===== src/rtl/hsv_core_mem_tracker.sv =====
// Memory-ordering counters for the core's dmem port: outstanding reads/writes, commit write
// balance, fence readiness, and post-flush stale-response discard tracking.
module hsv_core_mem_tracker #(
    parameter int unsigned CounterWidth = 8
) (
    input  logic                           clk_core,
    input  logic                           rst_core_n,
    input  logic                           flush,
    input  logic                           pending_reads_up,
    input  logic                           pending_writes_up,
    input  logic                           write_balance_down,
    input  logic                           write_balance_up,
    input  logic                           dmem_r_done,
    input  logic                           dmem_b_done,
    output logic        [CounterWidth-1:0] pending_reads,
    output logic        [CounterWidth-1:0] pending_writes,
    output logic signed [CounterWidth-1:0] write_balance,
    output logic                           fence_ready,
    output logic                           counter_full,
    output logic                           discard_r,
    output logic                           discard_b
);

    typedef enum logic {
        ST_RUN,
        ST_DRAIN
    } state_t;

    localparam logic [CounterWidth-1:0] CntMax = {1'b0, {(CounterWidth-1){1'b1}}};

    state_t                           r_state;
    state_t                           w_state_nxt;
    logic        [CounterWidth-1:0]   r_pending_reads;
    logic        [CounterWidth-1:0]   r_pending_writes;
    logic signed [CounterWidth-1:0]   r_write_balance;
    logic        [CounterWidth-1:0]   r_stale_reads;
    logic        [CounterWidth-1:0]   r_stale_writes;
    logic        [CounterWidth-1:0]   w_stale_reads_nxt;
    logic        [CounterWidth-1:0]   w_stale_writes_nxt;
    logic                             w_rd_up;
    logic                             w_wr_up;
    logic                             w_rd_dn;
    logic                             w_wr_dn;
    logic                             w_wb_dn;

    // Issue is suppressed under flush; a completion with nothing outstanding is ignored.
    assign w_rd_up = pending_reads_up & ~flush;
    assign w_wr_up = pending_writes_up & ~flush;
    assign w_rd_dn = dmem_r_done & (r_pending_reads != '0);
    assign w_wr_dn = dmem_b_done & (r_pending_writes != '0);
    assign w_wb_dn = write_balance_down & ~flush;

    always_comb begin
        w_state_nxt        = r_state;
        w_stale_reads_nxt  = r_stale_reads;
        w_stale_writes_nxt = r_stale_writes;
        if (flush) begin
            w_stale_reads_nxt  = r_pending_reads - CounterWidth'(w_rd_dn);
            w_stale_writes_nxt = r_pending_writes - CounterWidth'(w_wr_dn);
            w_state_nxt = ((w_stale_reads_nxt != '0) || (w_stale_writes_nxt != '0)) ? ST_DRAIN : ST_RUN;
        end else if (r_state == ST_DRAIN) begin
            if (dmem_r_done && (r_stale_reads != '0)) begin
                w_stale_reads_nxt = r_stale_reads - 1'b1;
            end
            if (dmem_b_done && (r_stale_writes != '0)) begin
                w_stale_writes_nxt = r_stale_writes - 1'b1;
            end
            // Leave DRAIN only once both registered stale counts have already reached zero.
            if ((r_stale_reads == '0) && (r_stale_writes == '0)) begin
                w_state_nxt = ST_RUN;
            end
        end
    end

    always_ff @(posedge clk_core or negedge rst_core_n) begin
        if (!rst_core_n) begin
            r_state          <= ST_RUN;
            r_pending_reads  <= '0;
            r_pending_writes <= '0;
            r_write_balance  <= '0;
            r_stale_reads    <= '0;
            r_stale_writes   <= '0;
        end else begin
            r_state          <= w_state_nxt;
            r_stale_reads    <= w_stale_reads_nxt;
            r_stale_writes   <= w_stale_writes_nxt;
            r_pending_reads  <= r_pending_reads + CounterWidth'(w_rd_up) - CounterWidth'(w_rd_dn);
            r_pending_writes <= r_pending_writes + CounterWidth'(w_wr_up) - CounterWidth'(w_wr_dn);
            if (flush) begin
                r_write_balance <= '0;
            end else begin
                r_write_balance <= r_write_balance + CounterWidth'(write_balance_up)
                                   - CounterWidth'(w_wb_dn);
            end
        end
    end

    assign pending_reads  = r_pending_reads;
    assign pending_writes = r_pending_writes;
    assign write_balance  = r_write_balance;
    assign fence_ready    = (r_pending_reads == '0) && (r_pending_writes == '0) && (r_state == ST_RUN);
    assign counter_full   = (r_pending_reads == CntMax) || (r_pending_writes == CntMax);
    assign discard_r      = (r_state == ST_DRAIN) && (r_stale_reads != '0);
    assign discard_b      = (r_state == ST_DRAIN) && (r_stale_writes != '0);

endmodule


===== config.mk =====
export PLATFORM = sky130hd
export DESIGN_NAME = hsv_core_mem_tracker
export DESIGN_NICKNAME = d
export VERILOG_FILES = /design/src/rtl/hsv_core_mem_tracker.sv
export SDC_FILE = /design/constraint.sdc
export NUM_CORES = 1
export LEC_CHECK = 0
export ABC_AREA = 1
export CORE_UTILIZATION = 37
export DETAILED_ROUTE_END_ITERATION = 7
export HOLD_SLACK_MARGIN = 0.08
export PLACE_DENSITY = 0.58
export SYNTH_ARGS = -nofsm -noshare
export SYNTH_HDL_FRONTEND = slang
export SYNTH_SLANG_ARGS = --single-unit

===== constraint.sdc =====
create_clock -name clk_core -period 2.6 [get_ports clk_core]
set_input_delay 0.78 -clock clk_core [delete_from_list [all_inputs] [get_ports clk_core]]
set_output_delay 0.78 -clock clk_core [all_outputs]
set_load 0.05 [all_outputs]

==> reports/results.txt <==
status = finished, final reports clean
CP Capture Type = flip-flop
# diodes = 0
clock root cell = clkbuf_8
top sig layer = met4
Die Ht = 98.79 um
area leader, netlist = dfrtp_1
post-route clock period utilization = 96.22%
CTS sink cnt = 41
vias in the first global route = 3197
Fin Hold WS = 0.4176 ns
Routability Congestion = 0.8237
DR WL/cell = 12.92 um
Mapped Cells = 464
multi-input logic area = 2237 um2
# IOs = 37
TritonCTS Buffers = 5
WP data required = 2.80 ns
Final HPWL DP = 6501 um
Synth cell types = 31
die area = 9758 um2
Fill cells = 866
Syn Nets = 529
Antenna Violating Nets Remaining = 0
Clock Latency Late Sink = 0.30 ns
worst relative slew slack = 66.26%
vias per inst = 4.821
FF/Latch Area = 1040 um2
initial detailed-routing violation count = 140
Worst-path clk slew = 0.09 ns
maximum net fanout on the critical path = 2
VDD IR max = 0.9241 mV
Post-synth EDFFs = 0
Final Hold Viols = 0
WS Path Type = flip-flop to flip-flop
met2 WL = 4018 um
Post-Route M1 WL = 4115 um
Seq/Total Area, Yosys = 29.60%
starting density of the core = 38.98%
Longest Clk Path Bufs = 2
Leak = 0.002394 uW
initial antenna violation count = 0
Post-synth top cells = nand2_1, inv_1, ha_1
final clock skew = 0.004276 ns
DRC Markers = 0
grt ovf = 0
post-route cell area = 4568 um2
top-count cell post-synth = nand2_1
FMAX = 399.7 MHz
final slew viol count = 0
final setup vio count = 0
Worst Path Arrival = 2.70 ns
Routed WL = 8569 um
TNS Setup = 0 ns
met3 WL = 308 um
Final #Nets = 619
first-pass GRT wire length = 14420 um
num rows = 34
Pre-antenna DRT Iters = 4
Primary FF master, synth = dfrtp_1
port bufs = 36
Cell Area, Placed = 4307 um2
Core Region = 8891 um2
post-route minimum period = 2.502 ns
Startpoint Class = flip-flop
Total GRT Usage = 18.43%
asr flop ratio synth = 100.0%
syn avg cell area = 7.469 um2
top cell type's share of synthesized area = 29.60%
Max-cap violations = 0
die width = 98.79 um
Hold Path Class = input port to asynchronous set/reset pin
pwr/cell area = 1396 nW/um2
largest net degree at the start of global routing = 24
H-tree depth = 2
Synth Cell Area = 3466 um2
CTS tree = done
Slew @ Worst Pin = 0.5045 ns
P&R area growth vs syn = 31.81%
layout cells sized above 1 = 21.98%
DR vias = 3196
Yosys warnings = 0
Synth area leaders = dfrtp_1, ha_1, nand2_1
Seq cells post-synth = 41
stage by stage:
step                      setup WS, ns  instances  power (uW)  utilization (%)
after floorplan               0.001038        464        4159                -
after global placement         -0.4107        649        5564            48.44
after detailed placement       -0.4720        649        5624            48.44
after CTS                      0.01945        657        6135            49.49
after global routing          -0.06486        663        7002            51.38
final                          0.09840        663        6379            51.38
path summary, 6_finish.rpt:
path | startpoint | end | slack (ns) | cells past startpoint
min in group clk_core | r_stale_reads[7]$_DFFE_PN0P_ | r_stale_reads[7]$_DFFE_PN0P_ | 0.51 | 2
worst max register to register | pending_reads[7]$_DFF_PN0_ | pending_reads[6]$_DFF_PN0_ | 0.1 | 17
worst max-delay path | pending_reads[7]$_DFF_PN0_ | pending_reads[6]$_DFF_PN0_ | 0.1 | 17
max in group asynchronous | rst_core_n | r_stale_reads[7]$_DFFE_PN0P_ | 1.58 | 2
worst min-delay path | rst_core_n | pending_writes[4]$_DFF_PN0_ | 0.42 | 1
worst min register to register | r_stale_reads[7]$_DFFE_PN0P_ | r_stale_reads[7]$_DFFE_PN0P_ | 0.51 | 2
cell type report:
cell class / count / area share [%]
clock buffer: 6 / 1.589
clock inverter: 2 / 0.2191
inverter: 78 / 6.491
multi-input combinational: 339 / 48.97
sequential: 41 / 22.76
tap: 108 / 2.958
timing repair buffer: 89 / 17.01
power by group:
part           total (uW)  switching (uW)  internal [uW]  leakage [uW]
registers            1210             237            973      0.000480
logic                4730            2810           1930       0.00187
clock network         437             250            187     0.0000450
worst max-delay path, cell delays in order, from the launching register on:
cell,delay (ns)
dfrtp_2,0.41
inv_1,0.08
ha_2,0.18
nand3_2,0.09
nor2_4,0.13
nor2_2,0.05
ha_1,0.26
inv_1,0.06
ha_4,0.16
fa_2,0.39
nand3_2,0.08
nand2_1,0.07
nand2_1,0.09
nand2_2,0.06
a21oi_2,0.15
inv_1,0.05
nand2_1,0.05
nand2_1,0.05
registers in the layout (all words and copies together) (netlist names):
signal / cells
pending_writes: 8
write_balance: 8
r_state: 1
r_stale_reads: 8
r_stale_writes: 8
pending_reads: 8
cells in the final DEF, fill, tap and decap left out, drive strengths merged, types with 2 or more instances in the layout:
master	instances
nand2	120
inv	77
buf	58
ha	53
nand3	42
dfrtp	41
nor2	34
clkdlybuf4s50	26
o21ai	23
a21oi	21
xor2	15
nand4	10
clkbuf	6
xnor2	4
dlymetal6s2s	4
nor3	4
fa	3
a21o	2
o211ai	2
clkinv	2
metal layers:
metal,GRT usage [%],vias up
li1,-,1656
met3,3.121,10
met4,4.478,0
met1,24.78,1463
met5,0,-
met2,30.82,67
what timing repair did:
item,in CTS,in global routing
resized for setup,5,31
buffers inserted,0,6
hold buffers,0,0
endpoints found under the setup margin,4,5
pin swaps,0,11
cell families (layout without fill, tap and decap cells):
kind of cell / Yosys count / after routing / share of synthesized area (%)
AOI/OAI and AO/OA: 51 / 51 / 8.989
xor gates and xnor gates: 19 / 19 / 4.801
adders and majority gates: 56 / 56 / 20.87
buffers and inverters: 84 / 175 / 9.675
DFF: 41 / 41 / 29.60
and+or+nand+nor: 213 / 213 / 26.06
Note: power is estimated with default switching activity, not from simulation.
